### config.mk
export PLATFORM = sky130hd
export DESIGN_NAME = line_flush_buf
export DESIGN_NICKNAME = d
export VERILOG_FILES = /design/src/rtl/line_flush_pkg.sv /design/src/rtl/line_fifo.sv /design/src/rtl/line_flush_buf.sv
export SDC_FILE = /design/constraint.sdc
export NUM_CORES = 2
export LEC_CHECK = 0
export ABC_AREA = 1
export ABC_CLOCK_PERIOD_IN_PS = 9700
export CAP_MARGIN = 20
export CORE_MARGIN = 2
export CORE_UTILIZATION = 50
export CTS_BUF_LIST = sky130_fd_sc_hd__clkbuf_4 sky130_fd_sc_hd__clkbuf_8 sky130_fd_sc_hd__clkbuf_16
export DETAILED_ROUTE_END_ITERATION = 10
export PLACE_DENSITY = 0.73
export SYNTH_ARGS = -nofsm -noshare
export SYNTH_HDL_FRONTEND = slang
export SYNTH_SLANG_ARGS = --single-unit
### constraint.sdc
create_clock -name i_clk -period 9.7 [get_ports i_clk]
set_input_delay 0.97 -clock i_clk [delete_from_list [all_inputs] [get_ports i_clk]]
set_output_delay 0.97 -clock i_clk [all_outputs]
set_load 0.005 [all_outputs]
### src/rtl/line_flush_pkg.sv
// Shared constants and state encoding for the line flush buffer.
// Terminators are 8-bit codes, zero-extended where compared.
package line_flush_pkg;

  localparam logic [7:0] CHR_LF = 8'h0A;
  localparam logic [7:0] CHR_CR = 8'h0D;

  typedef enum logic [1:0] {
    ST_IDLE,
    ST_SEND,
    ST_SEND_LF
  } state_t;

endpackage

### src/rtl/line_fifo.sv
// Synchronous FIFO with first-word-fall-through head.
// A write into a full FIFO is taken when a pop happens in the same cycle.
module line_fifo #(
  parameter int BW     = 8,
  parameter int LGFLEN = 8
) (
  input  logic              i_clk,
  input  logic              i_reset,
  input  logic              i_wr,
  input  logic [BW-1:0]     i_data,
  input  logic              i_rd,
  output logic [BW-1:0]     o_data,
  output logic              o_full,
  output logic              o_empty,
  output logic [LGFLEN:0]   o_fill
);

  logic [BW-1:0]   r_mem [0:(1<<LGFLEN)-1];
  logic [LGFLEN:0] r_wptr;
  logic [LGFLEN:0] r_rptr;
  logic            w_wr;
  logic            w_rd;

  assign o_fill  = r_wptr - r_rptr;
  assign o_full  = o_fill[LGFLEN];
  assign o_empty = (o_fill == '0);
  assign w_rd    = i_rd && !o_empty;
  assign w_wr    = i_wr && (!o_full || w_rd);

  always_ff @(posedge i_clk) begin
    if (i_reset) begin
      r_wptr <= '0;
      r_rptr <= '0;
    end else begin
      if (w_wr)
        r_wptr <= r_wptr + 1'b1;
      if (w_rd)
        r_rptr <= r_rptr + 1'b1;
    end
  end

  always_ff @(posedge i_clk) begin
    if (w_wr)
      r_mem[r_wptr[LGFLEN-1:0]] <= i_data;
  end

  assign o_data = r_mem[r_rptr[LGFLEN-1:0]];

endmodule

### src/rtl/line_flush_buf.sv
// Line-buffering stage between a UART receiver and transmitter.
// Releases whole lines, forced breaks, or idle-timeout partial lines.
module line_flush_buf
  import line_flush_pkg::*;
#(
  parameter int BW       = 8,
  parameter int LGFLEN   = 8,
  parameter int MAX_LINE = 80,
  parameter int TIMEOUT  = 0,
  parameter int CRLF     = 0
) (
  input  logic              i_clk,
  input  logic              i_reset,
  input  logic              i_rx_stb,
  input  logic [BW-1:0]     i_rx_data,
  output logic              o_tx_stb,
  output logic [BW-1:0]     o_tx_data,
  input  logic              i_tx_busy,
  output logic [LGFLEN:0]   o_fill,
  output logic [LGFLEN:0]   o_lines,
  output logic              o_overflow
);

  localparam int CW  = (BW > 8) ? BW : 8;
  localparam int BGW = $clog2((1 << LGFLEN) + 1);
  localparam int TW  = (TIMEOUT > 0) ? $clog2(TIMEOUT + 1) : 1;

  localparam logic [CW-1:0]     LF_W  = CW'(CHR_LF);
  localparam logic [CW-1:0]     CR_W  = CW'(CHR_CR);
  localparam logic [BW-1:0]     LF_O  = BW'(CHR_LF);
  localparam logic [BW-1:0]     CR_O  = BW'(CHR_CR);
  localparam logic [BGW-1:0]    ML_B  = BGW'(MAX_LINE);
  localparam logic [LGFLEN:0]   ML_F  = (LGFLEN+1)'(MAX_LINE);
  localparam logic [TW-1:0]     TO_C  = TW'(TIMEOUT);
  localparam bit                CRLF_ON = (CRLF != 0);
  localparam bit                TO_ON   = (TIMEOUT != 0);

  state_t           r_state;
  state_t           w_state_nxt;
  logic [BGW-1:0]   r_budget;
  logic [BGW-1:0]   w_budget_nxt;
  logic [LGFLEN:0]  r_lines;
  logic             r_overflow;
  logic             r_cr;
  logic [TW-1:0]    r_idle;

  logic [BW-1:0]    w_head;
  logic             w_full;
  logic             w_empty;
  logic [LGFLEN:0]  w_fill;
  logic [CW-1:0]    w_rx_ext;
  logic [CW-1:0]    w_head_ext;
  logic             w_rx_lf;
  logic             w_rx_cr;
  logic             w_rx_term;
  logic             w_head_term;
  logic             w_drop;
  logic             w_keep;
  logic             w_pop;
  logic             w_wr;
  logic             w_xfer;
  logic             w_inc;
  logic             w_dec;

  assign w_rx_ext    = CW'(i_rx_data);
  assign w_head_ext  = CW'(w_head);
  assign w_rx_lf     = (w_rx_ext == LF_W);
  assign w_rx_cr     = (w_rx_ext == CR_W);
  assign w_rx_term   = w_rx_lf || w_rx_cr;
  assign w_head_term = (w_head_ext == LF_W) || (w_head_ext == CR_W);

  // An LF right after an accepted CR is folded into that CR's line end
  assign w_drop = CRLF_ON && r_cr && w_rx_lf;
  assign w_keep = i_rx_stb && !w_drop;
  assign w_pop  = (r_state == ST_SEND) && !w_empty && !i_tx_busy;
  assign w_wr   = w_keep && (!w_full || w_pop);
  assign w_xfer = o_tx_stb && !i_tx_busy;
  assign w_inc  = w_wr && w_rx_term;
  assign w_dec  = w_pop && w_head_term;

  line_fifo #(
    .BW     (BW),
    .LGFLEN (LGFLEN)
  ) u_fifo (
    .i_clk   (i_clk),
    .i_reset (i_reset),
    .i_wr    (w_wr),
    .i_data  (i_rx_data),
    .i_rd    (w_pop),
    .o_data  (w_head),
    .o_full  (w_full),
    .o_empty (w_empty),
    .o_fill  (w_fill)
  );

  always_ff @(posedge i_clk) begin
    if (i_reset) begin
      r_lines    <= '0;
      r_overflow <= 1'b0;
      r_cr       <= 1'b0;
    end else begin
      unique case ({w_inc, w_dec})
        2'b10:   r_lines <= r_lines + 1'b1;
        2'b01:   r_lines <= r_lines - 1'b1;
        default: r_lines <= r_lines;
      endcase
      if (w_keep && w_full && !w_pop)
        r_overflow <= 1'b1;
      if (w_wr)
        r_cr <= w_rx_cr;
    end
  end

  always_ff @(posedge i_clk) begin
    if (i_reset)
      r_idle <= '0;
    else if (i_rx_stb || w_xfer)
      r_idle <= '0;
    else if (!w_empty && (r_idle != TO_C))
      r_idle <= r_idle + TW'(1);
  end

  always_ff @(posedge i_clk) begin
    if (i_reset) begin
      r_state  <= ST_IDLE;
      r_budget <= '0;
    end else begin
      r_state  <= w_state_nxt;
      r_budget <= w_budget_nxt;
    end
  end

  always_comb begin
    w_state_nxt  = r_state;
    w_budget_nxt = r_budget;
    o_tx_stb     = 1'b0;
    o_tx_data    = '0;
    unique case (r_state)
      ST_IDLE: begin
        if ((r_lines != '0) || (w_fill >= ML_F)) begin
          w_state_nxt  = ST_SEND;
          w_budget_nxt = ML_B;
        end else if (TO_ON && (r_idle == TO_C) && !w_empty) begin
          w_state_nxt  = ST_SEND;
          w_budget_nxt = BGW'(w_fill);
        end
      end
      ST_SEND: begin
        o_tx_stb  = !w_empty;
        o_tx_data = (CRLF_ON && w_head_term) ? CR_O : w_head;
        if (w_pop) begin
          w_budget_nxt = r_budget - 1'b1;
          if (w_head_term)
            w_state_nxt = CRLF_ON ? ST_SEND_LF : ST_IDLE;
          else if (r_budget == BGW'(1))
            w_state_nxt = ST_IDLE;
        end
      end
      ST_SEND_LF: begin
        o_tx_stb  = 1'b1;
        o_tx_data = LF_O;
        if (!i_tx_busy)
          w_state_nxt = ST_IDLE;
      end
      default: w_state_nxt = ST_IDLE;
    endcase
  end

  assign o_fill     = w_fill;
  assign o_lines    = r_lines;
  assign o_overflow = r_overflow;

endmodule

==> flow_metrics.tcl <==
set metrics [dict create \
    required_ns 8.73 \
    async_flop_share 0 \
    highest_layer "met5" \
    slew_viol_final 0 \
    period_needed_ns 7.12 \
    grt_max_degree 214 \
    port_buffers 39 \
    cts_made_buffers 201 \
    path_max_fanout 129 \
    first_global_vias 54700 \
    start_kind "flop" \
    dr_wl_met2_um 105000 \
    numClockSinks 2094 \
    final_util 0.555 \
    viasPerCell 6.03 \
    setup_slack_ns 2.58 \
    end_kind "primary output" \
    yosysTopAreaCell "edfxtp_1" \
    syn_area_mm2 0.0855 \
    rsz0062_at_grt "no" \
    num_vias 57700 \
    multi_input_area_mm2 0.0209 \
    first_pass_iters 6 \
    cts_tree "yes" \
    status "complete, no violations" \
    met3_length_um 25900 \
    core_mm2 0.170 \
    hpwl_um 125000 \
    die-area_mm2 0.174 \
    grt-ovfl-total 0 \
    p_total_uw 21900 \
    drt_wl_total_um 229000 \
    wl_per_cell_um 23.9 \
    m1WireLength_um 85500 \
    drive_gt1_frac 0.0612 \
    syn_to_final_growth_pct 10.1 \
    ant_nets 0 \
    nFillCells 13500 \
    setup.worst_path.class "flop to primary output" \
    synthesis.nets 7404 \
    worstMarginPinSlew_ns 1.30 \
    track_usage 0.258 \
    cts_root_buffer "clkbuf_16" \
    start_util 0.504 \
    pin_count 40 \
    clock_latency_ns 0.83 \
    fin_crit_sh 0.734 \
    hold_buffers 0 \
    drtIter0Drc 8795 \
    cts_max_level 4 \
    max_freq_mhz 140 \
    r2r_cells 28 \
    synth_top_area_frac 0.719 \
    seqCellArea_mm2 0.0624 \
    p_leak_uw 0.0325 \
    synthesis.instances 7367 \
    ys_warn_count 0 \
    vdd_drop_max_mv 0.184 \
    syn_area_per_cell_um2 11.6 \
    grt_pass1_wl_um 340000 \
    min_path_cells 2 \
    postCtsSetupRepairBufs 0 \
    min_path_type "flop to flop" \
    reg2reg_setup_slack_ns 2.83 \
    die_h_um 418 \
    synth_edf_count 2048 \
    pre_cts_ws_ns 3.01 \
    ys_seq_elements 2094 \
    skew_ns 0.0174 \
    powerDensity_mw_per_mm2 233 \
    synthFlopType "edfxtp_1" \
    cp.arrival_ns 6.15 \
    die_x_um 418 \
    synth_area_leaders "edfxtp_1, nand3_1, nand2_1, clkbuf_1, nor2_1" \
    hold_viol_final 0 \
    gp_congestion 0.916 \
    ys_seq_area_frac 0.730 \
    setup-tns-final_ns 0 \
    clk_pin_slew_ns 0.06 \
    maxCapViolCount 0 \
    antenna_found_initial 9 \
    hold_slack_ns 0.472 \
    post_cts_resized 0 \
    num-nets-final 7225 \
    cts.path.max_buffers 3 \
    drt_drc_violations_left 0 \
    rows 151 \
    setup_viol 0 \
    ys_types 45 \
    slew_headroom 0.131 \
]
-- path summary, 6_finish.rpt --
kind / startpoint / end
max: flop / o_tx_data[6]
min: o_overflow / o_overflow
max reg2reg: flop / o_lines[8]
min reg2reg: o_overflow / o_overflow
-- worst max-delay path, stage by stage (launching register included) --
cell	delay, ns
dfxtp_4	0.51
inv_8	0.75
buf_4	0.86
nand3_1	0.24
nand3_1	0.19
nand3_1	0.09
nand3_1	0.32
nand3_1	0.33
nand3_1	0.17
nand2_1	0.09
nor2_1	0.76
clkdlybuf4s50_1	0.67
-- per-stage QoR --
stage	std cells	area, µm²
2_1_floorplan	7367	85500
3_3_place_gp	9202	87500
3_5_place_dp	9203	87500
6_report	9576	94200
4_1_cts	9575	94200
5_1_grt	9575	94200
-- flip-flops by register name, summed over array words and instances, names as in the netlist, named ones only --
name,count
u_fifo.r_mem,2048
o_lines,9
u_fifo.r_rptr,9
r_state,1
r_budget,9
u_fifo.r_wptr,9
o_overflow,1
-- power breakdown --
group,internal (µW),switching [µW]
clock,4550,3340
sequential,9970,87.6
combinational,1080,2900
total,15600,6330
-- metal layers --
layer,up-vias,track usage
li1,25700,-
met1,27900,0.349
met2,3498,0.396
met3,580,0.0551
met4,8,0.129
met5,-,0
-- layout by cell type (no fill, tap or decap), drive strengths merged, types with 23 or more instances in the layout --
| cell | netlist | final |
|---|---|---|
| inv | 72 | 83 |
| clkdlybuf4s50 | 0 | 31 |
| nand3 | 2043 | 2043 |
| ha | 23 | 23 |
| dfxtp | 46 | 46 |
| nand2 | 2178 | 2178 |
| a21oi | 40 | 40 |
| edfxtp | 2048 | 2048 |
| nor2 | 321 | 321 |
| buf | 144 | 82 |
| clkbuf | 351 | 268 |
| clkinv | 3 | 75 |
| o21ai | 30 | 30 |
-- logic make-up (layout without fill, tap and decap cells) --
logic type | after synthesis | count (layout) | share of synthesized area
buf+inv | 570 | 560 | 0.0266
simple gates | 4574 | 4574 | 0.232
xor+xnor | 24 | 24 | 0.00255
fa+ha+maj | 25 | 25 | 0.00383
flops | 2094 | 2094 | 0.730
other cells | 0 | 1 | 0
compound gates | 80 | 80 | 0.00503
-- cells in the mapped netlist, types with 12 or more instances --
cell type	number
buf_2	82
dfxtp_1	46
ha_1	23
o21ai_0	28
buf_1	58
nor2_1	320
xor2_1	17
a21oi_1	40
nand3_1	2042
nor3_1	12
clkbuf_1	351
nand2_1	2170
edfxtp_1	2048
inv_1	68
-- area by class of cell --
| class | instances | area share |
|---|---|---|
| flip-flops and latches | 2094 | 0.663 |
| well taps | 2218 | 0.0295 |
| diodes | 1 | 0.0000266 |
| repair buffers | 113 | 0.0124 |
| inverters | 75 | 0.00328 |
| multi-input cells | 4703 | 0.221 |
| clock inverters | 104 | 0.0115 |
| clock buffers | 268 | 0.0591 |
No activity file was read; power rests on OpenSTA's default activity.
